==> src/rtl/line_steer_ctrl.sv <==
`default_nettype none
// ============================================================================
// line_steer_ctrl : IR line pattern -> PD steering -> clamped, slew-limited
//                   left/right servo codes, updated once per servo frame
// Revision 1.0
// ============================================================================
module line_steer_ctrl #(
    parameter int FRAME_CYCLES = 2000000,
    parameter int NEUTRAL      = 75,
    parameter int BASE_SPEED   = 10,
    parameter int KP           = 2,
    parameter int KD           = 1,
    parameter int SERVO_MIN    = 50,
    parameter int SERVO_MAX    = 100,
    parameter int SLEW_MAX     = 4,
    parameter int LOST_FRAMES  = 25
) (
    input  logic        clk,
    input  logic        rst,
    input  logic        en,
    input  logic [4:0]  sensor,
    output logic [10:0] servo_L,
    output logic [10:0] servo_R,
    output logic        upd,
    output logic        lost
);
    localparam int CNT_W  = (FRAME_CYCLES > 1) ? $clog2(FRAME_CYCLES) : 1;
    localparam int LOST_W = $clog2(LOST_FRAMES + 1);

    localparam logic [CNT_W-1:0]   C_LAST    = CNT_W'(FRAME_CYCLES - 1);
    localparam logic [LOST_W-1:0]  C_LOST    = LOST_W'(LOST_FRAMES);
    localparam logic signed [15:0] C_NEUTRAL = 16'(NEUTRAL);
    localparam logic signed [15:0] C_BASE    = 16'(BASE_SPEED);
    localparam logic signed [15:0] C_KP      = 16'(KP);
    localparam logic signed [15:0] C_KD      = 16'(KD);
    localparam logic signed [15:0] C_MIN     = 16'(SERVO_MIN);
    localparam logic signed [15:0] C_MAX     = 16'(SERVO_MAX);
    localparam logic signed [15:0] C_SLEW    = 16'(SLEW_MAX);

    typedef enum logic [2:0] {
        S_IDLE   = 3'd0,
        S_SAMPLE = 3'd1,
        S_CALC   = 3'd2,
        S_MIX    = 3'd3,
        S_SLEW   = 3'd4
    } state_t;

    state_t               r_state, w_state_nxt;
    logic [CNT_W-1:0]     r_cnt;
    logic [4:0]           r_sync1, r_sync2;
    logic signed [3:0]    r_err, r_err_prev, w_err;
    logic signed [4:0]    w_err_sum;
    logic                 r_last_dir;
    logic [LOST_W-1:0]    r_lost_cnt;
    logic signed [15:0]   r_steer, w_steer, w_err16, w_prev16;
    logic signed [15:0]   w_tgt_l, w_tgt_r;
    logic [10:0]          r_servo_l, r_servo_r;
    logic                 r_upd, r_lost;
    logic                 w_tick;

    function automatic logic signed [15:0] f_clamp(input logic signed [15:0] v,
                                                   input logic signed [15:0] lo,
                                                   input logic signed [15:0] hi);
        if (v < lo)      return lo;
        else if (v > hi) return hi;
        else             return v;
    endfunction

    // Step the current code toward the target by at most SLEW_MAX codes.
    function automatic logic [10:0] f_slew(input logic [10:0] cur,
                                           input logic signed [15:0] tgt);
        logic signed [15:0] cur16, step;
        cur16 = $signed({5'b0, cur});
        step  = f_clamp(tgt - cur16, -C_SLEW, C_SLEW);
        return cur + step[10:0];
    endfunction

    assign w_tick = (r_cnt == C_LAST);

    always_ff @(posedge clk) begin
        if (!rst) r_state <= S_IDLE;
        else      r_state <= w_state_nxt;
    end

    always_comb begin
        w_state_nxt = r_state;
        case (r_state)
            S_IDLE:   if (w_tick) w_state_nxt = S_SAMPLE;
            S_SAMPLE: w_state_nxt = S_CALC;
            S_CALC:   w_state_nxt = S_MIX;
            S_MIX:    w_state_nxt = S_SLEW;
            S_SLEW:   w_state_nxt = S_IDLE;
            default:  w_state_nxt = S_IDLE;
        endcase
    end

    always_comb begin
        w_err_sum = (r_sync2[0] ? -5'sd4 : 5'sd0) + (r_sync2[1] ? -5'sd2 : 5'sd0)
                  + (r_sync2[3] ?  5'sd2 : 5'sd0) + (r_sync2[4] ?  5'sd4 : 5'sd0);
        // All dark: steer hard toward the side the line was last seen on.
        if (r_sync2 == 5'b0)           w_err = r_last_dir ? 4'sd6 : -4'sd6;
        else if (w_err_sum > 5'sd6)    w_err = 4'sd6;
        else if (w_err_sum < -5'sd6)   w_err = -4'sd6;
        else                           w_err = w_err_sum[3:0];

        w_err16  = {{12{r_err[3]}}, r_err};
        w_prev16 = {{12{r_err_prev[3]}}, r_err_prev};
        w_steer  = C_KP * w_err16 + C_KD * (w_err16 - w_prev16);

        w_tgt_l = f_clamp(C_NEUTRAL + C_BASE + r_steer, C_MIN, C_MAX);
        w_tgt_r = f_clamp(C_NEUTRAL - C_BASE + r_steer, C_MIN, C_MAX);
        if (!en || (r_lost_cnt == C_LOST)) begin
            w_tgt_l = C_NEUTRAL;
            w_tgt_r = C_NEUTRAL;
        end
    end

    always_ff @(posedge clk) begin
        if (!rst) begin
            r_cnt      <= '0;
            r_sync1    <= '0;
            r_sync2    <= '0;
            r_err      <= '0;
            r_err_prev <= '0;
            r_last_dir <= 1'b0;
            r_lost_cnt <= '0;
            r_steer    <= '0;
            r_servo_l  <= 11'(NEUTRAL);
            r_servo_r  <= 11'(NEUTRAL);
            r_upd      <= 1'b0;
            r_lost     <= 1'b0;
        end else begin
            r_cnt   <= w_tick ? '0 : r_cnt + CNT_W'(1);
            r_sync1 <= sensor;
            r_sync2 <= r_sync1;
            // New codes are registered at the end of MIX so they are visible
            // together with upd during the SLEW cycle.
            r_upd   <= (r_state == S_MIX);
            case (r_state)
                S_SAMPLE: begin
                    r_err <= w_err;
                    if (r_sync2 == 5'b0) begin
                        if (r_lost_cnt != C_LOST) r_lost_cnt <= r_lost_cnt + LOST_W'(1);
                    end else begin
                        r_lost_cnt <= '0;
                        r_lost     <= 1'b0;
                        if (w_err != 4'sd0) r_last_dir <= (w_err > 4'sd0);
                    end
                end
                S_CALC: begin
                    r_steer    <= w_steer;
                    r_err_prev <= r_err;
                end
                S_MIX: begin
                    r_servo_l <= f_slew(r_servo_l, w_tgt_l);
                    r_servo_r <= f_slew(r_servo_r, w_tgt_r);
                    if (r_lost_cnt == C_LOST) r_lost <= 1'b1;
                    if (!en) begin
                        r_err_prev <= '0;
                        r_lost_cnt <= '0;
                    end
                end
                default: ;
            endcase
        end
    end

    assign servo_L = r_servo_l;
    assign servo_R = r_servo_r;
    assign upd     = r_upd;
    assign lost    = r_lost;

endmodule
`default_nettype wire
==> config.mk <==
export PLATFORM = sky130hd
export DESIGN_NAME = line_steer_ctrl
export DESIGN_NICKNAME = d
export VERILOG_FILES = /design/src/rtl/line_steer_ctrl.sv
export SDC_FILE = /design/constraint.sdc
export NUM_CORES = 1
export LEC_CHECK = 0
export BUFFER_PORTS_ARGS = -buffer_cell sky130_fd_sc_hd__buf_2
export CORE_ASPECT_RATIO = 1.5
export CORE_MARGIN = 4
export CORE_UTILIZATION = 60
export DETAILED_ROUTE_END_ITERATION = 6
export PLACE_DENSITY = 0.79
export SLEW_MARGIN = 25
export SYNTH_ARGS = -nofsm -noshare
export SYNTH_HDL_FRONTEND = slang
export SYNTH_SLANG_ARGS = --single-unit
==> constraint.sdc <==
create_clock -name clk -period 11.2 [get_ports clk]
set_input_delay 1.68 -clock clk [delete_from_list [all_inputs] [get_ports clk]]
set_output_delay 1.68 -clock clk [all_outputs]
set_load 0.02 [all_outputs]
# == Yosys cells after proc, flatten, opt, wreduce, memory -nomap -nowiden ==
# Index checks and enable logic that the tools add are counted.
# totals
ff_bits,88
elab_cells,95
inputBits,8
# op_classes
reduce_logical,12
muxes,33
n_lt_le_gt_ge,11
n_eq_ne,11
n_addsub,13
bitwise,2
# op_table
op,count
16-bit 2-to-1 mux,6
11-bit 2-to-1 mux,8
"8-bit by 16-bit adder with 16-bit output, first input constant",2
"16-bit by 4-bit > comparator with 1-bit output, second input constant",2
"16-bit by 8-bit > comparator with 1-bit output, second input constant",2
"16-bit by 3-bit less-than comparator with 1-bit output, second input constant",2
"16-bit by 7-bit less-than comparator with 1-bit output, second input constant",2
16-bit by 12-bit subtractor with 16-bit output,2
5-bit 2-to-1 mux,5
11-bit adder,2
"21-bit by 1-bit adder with 21-bit output, second input constant",1
"21-bit equality test, second input constant",1
4-bit 2-to-1 mux,5
3-bit one-hot mux with 4 select lines,1
5-bit one-hot mux with 2 select lines,1
3-bit AND reduction,3
"2-bit inequality test, second input constant",4
4-bit one-hot mux with 2 select lines,1
5-bit by 5-bit adder with 6-bit output,1
"3-bit by 2-bit equality test with 1-bit output, second input constant",2
3-bit 2-to-1 mux,2
"5-bit by 1-bit adder with 5-bit output, second input constant",1
5-bit by 3-bit adder with 5-bit output,1
5-bit by 4-bit adder with 5-bit output,1
21 further kinds,24

# == Logic depth before layout (Yosys ltp) ==
# Gate-level depths: netlist (run 1).
# logic_depth
word_depth,12
depth_mapped,25
depth_no_buf,25

# == Worst setup path before layout (run 1) ==
# OpenSTA, ideal clock, no wires.
# synth_timing
path_type,input to register
start,in en
end,"reg r_servo_l[10], in the netlist servo_L[10]"
t_arrival_ns,5.473
slack_ns,5.656
required_ns,11.129
stages,20
setup_time_ns,0.071
path_buffers,0
cell_sequence,nand2_1 -> nor2_1 -> ha_1 -> fa_1 -> nand2b_1 -> a21oi_1 -> a2111oi_1 -> mux2_2 -> nand4_1 -> o31a_1 -> nor2_1 -> ha_1 -> fa_1 -> a211oi_1 -> o21ai_0 -> a31oi_1 -> o21ai_0 -> xnor2_1 -> or3_1 -> a21oi_1
# synth_between
elab_chain_len,10
word_cells_on_any_way,11
classes_between,2 x add/sub; 2 x order compare; 5 x mux; 2 x reduce/logical
# synth_lines
item,line_no,rtl
from (decl),20,"input logic en,"
1-bit zero test *,--,
1-bit logical OR *,112,if (!en || (r_lost_cnt == C_LOST)) begin
16-bit 2-to-1 mux *,112,
16-bit by 12-bit subtractor with 16-bit output *,74,"step = f_clamp(tgt - cur16, -C_SLEW, C_SLEW);"
16-bit by 4-bit > comparator with 1-bit output,65,else if (v > hi) return hi;
11-bit 2-to-1 mux,65,
11-bit 2-to-1 mux *,64,if (v < lo) return lo;
11-bit 2-to-1 mux *,139,case (r_state)
11-bit 2-to-1 mux *,119,if (!rst) begin
11-bit adder *,75,return cur + step[10:0];
to (signal assigned),128,r_servo_l <= 11'(NEUTRAL);
to (signal assigned),155,"r_servo_l <= f_slew(r_servo_l, w_tgt_l);"
to (decl),57,"logic [10:0] r_servo_l, r_servo_r;"
# Every way passes the cells marked *; elsewhere a longest branch is shown, timed or not. The select of a mux whose other input is x is not followed.
# A chain may end at the register's enable or synchronous reset.

# == Worst setup path after layout (run 1) ==
# Ends and elaborated chain as after synthesis.

==> results.json, run 1 <==
{
  "rr_endpoint": "servo_L[10]",
  "period_share": 0.527,
  "syn_area_um2": 5110,
  "gp_congestion": 0.925,
  "final_nets": 738,
  "diodes": 0,
  "hp-start": "r_sync1[1]",
  "ir_drop_uv": 129,
  "timing.hold.ws_ns": 0.430,
  "yosysWarnings": 0,
  "area_delta_synth_final_pct": 11.8,
  "grt_pass1_vias": 4682,
  "layout_min_cycle_time_ns": 5.91,
  "netlist_instances": 644,
  "layout_commonest_cell": "nor2_1",
  "worstPathRequired_ns": 11.44,
  "row_count": 41,
  "drive_gt1_frac": 0.0885,
  "cts_buffers": 9,
  "finalSetupTns_ns": 0,
  "setup_viol": 0,
  "ios": 32,
  "cp-endpoint": "servo_L[10]",
  "synth_area_per_cell_um2": 7.93,
  "yosys-top-cells-area": "dfxtp_1 (29%), ha_1 (12%), nor2_1 (6.4%), nand2_1 (5.3%), xor2_1 (4.5%)",
  "synthArstFlopShare": 0,
  "antenna_found_initial": 0,
  "finClkSkew_ns": 0.00626,
  "p_per_area_nw_per_um2": 118,
  "grt_setup_unrepaired": "no",
  "grt-ovfl-total": 0,
  "cts.clk_slew.worst_paths_ns": 0.06,
  "stdcell_count": 785,
  "final_cell_mix": "nor2_1 (87), dfxtp_1 (75), nand2_1 (72), ha_1 (48), inv_1 (44)",
  "die_w_um": 83.3,
  "final_area_um2": 5710,
  "grt_pass1_wl_um": 20200,
  "port_buffers": 31,
  "worstPathMaxFanout": 7,
  "hold_path_class": "flop to flop",
  "end_kind": "flop",
  "hold_viol": 0,
  "vias_per_cell": 5.90,
  "rrSetupSlack_ns": 5.94,
  "crit_type": "primary input to flop",
  "ys_ff_latch": 75,
  "clock-sinks": 75,
  "grt_max_degree": 31,
  "seq_area_frac_synth": 0.294,
  "drc": 0,
  "run_status": "complete, no violations",
  "htreeDepth": 3,
  "grtUsageTotal": 0.244,
  "worst_ep_arrival_time_ns": 6.15,
  "power_leakage_nw": 2.40,
  "synth_area_leader_cell": "dfxtp_1",
  "cts-root-buf": "clkbuf_16",
  "clockBufferDepth": 2,
  "tightest_slew_ns": 0.907,
  "cts_resized": 0,
  "dp_hpwl_um": 8910,
  "postCtsSetupBuffers": 0,
  "die_h_um": 121,
  "first_pass_iters": 4,
  "cap_violations": 0,
  "drt-total-wl_um": 11900,
  "dpl_cell_area_um2": 5350,
  "drtIter0Drc": 240,
  "dr_total_vias": 4633,
  "core_um2": 8360,
  "rr_worst_depth": 22,
  "antenna_left": 0,
  "wl_per_cell_um": 15.1,
  "max_slew_margin": 0.391,
  "cts_tree": "done",
  "r2r_start": "r_steer[2]",
  "dpl_worst_slack_ns": 5.00,
  "timing.final.ws_setup_ns": 5.29,
  "synth.distinct_cells": 57,
  "synth_edf_count": 0,
  "postCtsHoldBufs": 0,
  "synth_ff_type": "dfxtp_1",
  "syn_nets": 709,
  "startpoint_type": "primary input",
  "initial_utilization": 0.611,
  "fmax_mhz": 169,
  "clock_latency_ns": 0.33,
  "finalMaxSlewViolations": 0,
  "dp.cells": 769,
  "startpoint": "en",
  "design.die.area_um2": 10100,
  "synth_top_area_frac": 0.294
}
==> cell families (layout without fill, tap and decap cells) <==
kind of cell | Yosys count | count (layout) | synth area share
xor+xnor | 51 | 51 | 0.0875
flops | 75 | 75 | 0.294
simple gates | 263 | 263 | 0.244
compound gates | 133 | 133 | 0.167
fa+ha+maj | 58 | 58 | 0.155
buf+inv | 60 | 94 | 0.0443
mux | 4 | 4 | 0.00833
==> metrics by stage <==
| stage | total power (W) | util |
|---|---|---|
| 2_1_floorplan | 0.000329 | - |
| 3_3_place_gp | 0.000341 | 0.640 |
| 3_5_place_dp | 0.000343 | 0.640 |
| 4_1_cts | 0.000678 | 0.682 |
| 5_1_grt | 0.000698 | 0.683 |
| 6_report | 0.000674 | 0.683 |
==> flip-flops by register name (all words and copies together) (netlist names), 3 cells and up <==
name / cells
r_cnt: 21
r_err: 3
r_err_prev: 3
r_lost_cnt: 5
r_state: 3
r_steer: 5
r_sync1: 5
r_sync2: 5
servo_L: 11
servo_R: 11
==> synthesized netlist by cell type, drive strengths merged, types with 3 or more instances <==
library cell	count
nor3	12
nand3	23
nor4b	5
o211ai	7
nor4	4
and3	4
nand2b	10
a211oi	15
nand4	4
or3	6
a21oi	42
o21ai	26
o31a	3
nor2	87
a31oi	3
ha	48
xnor2	25
nor2b	8
nand2	72
inv	45
dfxtp	75
and2	13
a22oi	5
o21a	9
clkbuf	13
a21o	6
fa	9
and2b	3
xor2	26
==> power breakdown <==
part / internal [W] / total, W / switching, W
Clock: 0.000224 / 0.000336 / 0.000112
Sequential: 0.000269 / 0.000271 / 0.00000175
Combinational: 0.0000286 / 0.0000674 / 0.0000388
==> cell type report <==
cell class                 count  area (um2)
clock buffer                  10         239
clock inverter                 6         113
fill                         690        2650
inverter                      45         169
multi-input combinational    509        3390
sequential                    75        1500
tap                          107         134
timing repair buffer          33         170
==> routing by layer <==
layer | share of wire | global-route usage
met1 | 0.38 | 0.239
met2 | 0.54 | 0.470
met3 | 0.037 | 0.0462
met4 | 0.042 | 0.138
met5 | 0 | 0
==> worst min-delay path by stage <==
stage | end | slack, ns | depth (start not counted)
6_report | r_sync2[1] | 0.43 | 1
5_1_grt | r_sync2[1] | 0.46 | 1
4_1_cts | r_sync2[1] | 0.43 | 1
3_5_place_dp | r_sync2[1] | 0.42 | 1
3_3_place_gp | r_sync2[3] | 0.41 | 1
2_1_floorplan | r_sync2[0] | 0.41 | 1
==> critical path, cell delays in order <==
cell,delay [ns]
buf_2,0.11
nand2_1,0.14
nor2_1,0.18
ha_1,0.22
fa_1,0.22
nand2b_1,0.14
a21oi_1,0.09
a2111oi_1,0.63
mux2_2,0.41
nand4_1,0.10
o31a_1,0.17
nor2_1,0.05
ha_1,0.20
fa_1,0.42
a211oi_1,0.27
o21ai_0,0.14
a31oi_1,0.24
o21ai_0,0.15
xnor2_1,0.15
or3_1,0.30
a21oi_1,0.13
Power figures use the tool's default switching activity.
==> run 2, diff against run 1 <==
Clock period 11.2 ns to 5.5 ns, I/O delays scaled along.
==> run 2 against run 1 <==
  * Critical path depth up 1
  * Via count decreased by 0.95%
  * Register-to-register slack lost 5.5 ns
  * Combinational power grew 100%
  * Final area grew 0.26%
  * Global-route usage shrank 0.23 points
==> results.json, run 2 (synthesized netlist as in run 1, its figures left out) <==
{
  "run_status": "complete, no violations",
  "drc": 0,
  "port_buffers": 31,
  "cap_violations": 0,
  "die_w_um": 83.3,
  "largest_reg_flops": 21,
  "tightest_slew_ns": 1.05,
  "grt-ovfl-total": 0,
  "grt_setup_unrepaired": "no",
  "cts_resized": 0,
  "grtUsageTotal": 0.241,
  "antenna_found_initial": 0,
  "fin_util": 0.685,
  "p_per_area_nw_per_um2": 235,
  "worstPathMaxFanout": 7,
  "fill_cells": 693,
  "max_slew_margin": 0.300,
  "diodes": 0,
  "cts.clk_slew.worst_paths_ns": 0.06,
  "postCtsHoldBufs": 0,
  "worstPathRequired_ns": 5.75,
  "finClkSkew_ns": 0.00309,
  "gp_congestion": 0.900,
  "p_seq_frac": 0.411,
  "design.die.area_um2": 10100,
  "row_count": 41,
  "postCtsSetupBuffers": 0,
  "power_switching_w": 0.000298,
  "grt_pass1_vias": 4476,
  "crit_type": "flop to flop",
  "p_int_w": 0.00105,
  "clkPwrFrac": 0.487,
  "ir_drop_uv": 232,
  "area_delta_synth_final_pct": 12.1,
  "vias_per_cell": 5.84,
  "period_share": 0.914,
  "startpoint_type": "flop",
  "drive_gt1_frac": 0.0913,
  "finalSetupTns_ns": 0,
  "sw_frac_of_total": 0.221,
  "dp_hpwl_um": 8870,
  "core_um2": 8360,
  "end_kind": "flop",
  "dpl_worst_slack_ns": 0.223,
  "grt_max_degree": 31,
  "final_nets": 740,
  "layout_commonest_cell": "nor2_1",
  "hold_path_class": "flop to flop",
  "worst_ep_arrival_time_ns": 5.28,
  "grt_pass1_wl_um": 19900,
  "ios": 32,
  "cts-root-buf": "clkbuf_16",
  "p_comb_frac": 0.102,
  "final_cell_mix": "nor2_1 (87), dfxtp_1 (75), nand2_1 (72), ha_1 (48), inv_1 (45)",
  "wl_per_cell_um": 14.9,
  "initial_utilization": 0.611,
  "htreeDepth": 3,
  "power_w": 0.00135,
  "largest_register": "r_cnt",
  "power_leakage_nw": 2.41,
  "antenna_left": 0,
  "timing.final.ws_setup_ns": 0.473,
  "clock_latency_ns": 0.33,
  "cts_buffers": 9,
  "die_h_um": 121,
  "dr_total_vias": 4589,
  "first_pass_iters": 5,
  "layout_min_cycle_time_ns": 5.03,
  "drtIter0Drc": 184,
  "setup_viol": 0,
  "drt-total-wl_um": 11700,
  "clock-sinks": 75,
  "hold_viol": 0,
  "cts_tree": "done",
  "finalMaxSlewViolations": 0,
  "fmax_mhz": 199,
  "clockBufferDepth": 2
}
## run 2: cell count changes in the layout (fill, tap and decap cells not counted), sizes merged
cell	previous run	this run
buf	33	35
clkinv	4	1
clkinvlp	0	1
inv	44	45
## run 2: worst paths after layout
kind | cells past startpoint | start | to | slack (ns)
worst max-delay path | 22 | r_lost_cnt[0] | servo_R[10] | 0.47
worst min-delay path | 1 | r_sync1[0] | r_sync2[0] | 0.43
worst max register to register | 22 | r_lost_cnt[0] | servo_R[10] | 0.47
worst min register to register | 1 | r_sync1[0] | r_sync2[0] | 0.43
## run 2: layer usage
layer / part of all wire / vias to the layer above / track usage
met5: 0 / - / 0
met4: 0.034 / 0 / 0.113
met3: 0.037 / 35 / 0.0482
met2: 0.55 / 109 / 0.464
met1: 0.38 / 2150 / 0.246
li1: - / 2295 / -
## run 2: final cells by class
type,count,area (um2),share of cell area
Sequential cell,75,1500,0.262
Clock buffer,10,229,0.0400
Tap cell,107,134,0.0234
Clock inverter,5,103,0.0179
Multi-Input combinational cell,509,3410,0.595
Inverter,45,169,0.0295
Timing Repair Buffer,35,185,0.0323
## run 2: critical path: stages (launching register included)
cell and delay (ns):
dfxtp_1 0.40, ha_1 0.19, nand4b_1 0.16, nand2_1 0.24, nor2_1 0.08, ha_1 0.22
fa_1 0.40, and2b_1 0.23, o31a_2 0.16, a21oi_1 0.07, or4_1 0.41, or4_4 0.50
o31ai_1 0.10, and2b_1 0.18, ha_1 0.18, fa_1 0.25, a211oi_2 0.10, o21ai_0 0.17
a31oi_1 0.13, o21ai_0 0.23, xnor2_1 0.10, or3_1 0.30, a21oi_1 0.13
## run 2: power groups by stage
stage	Combinational (W)	Sequential [W]	Clock, W
4_1_cts	0.000136	0.000552	0.000668
3_5_place_dp	0.000134	0.000564	0
3_3_place_gp	0.000131	0.000564	0
2_1_floorplan	0.000107	0.000563	0
5_1_grt	0.000155	0.000553	0.000693
6_report	0.000138	0.000552	0.000656
## run 2: per-stage QoR
stage / instances / area, um2 / hold WS (ns)
global placement: 771 / 5370 / 0.417
global route: 786 / 5730 / 0.459
floorplan: 644 / 5110 / 0.412
CTS: 786 / 5700 / 0.432
finish: 786 / 5730 / 0.432
detailed placement: 771 / 5370 / 0.419
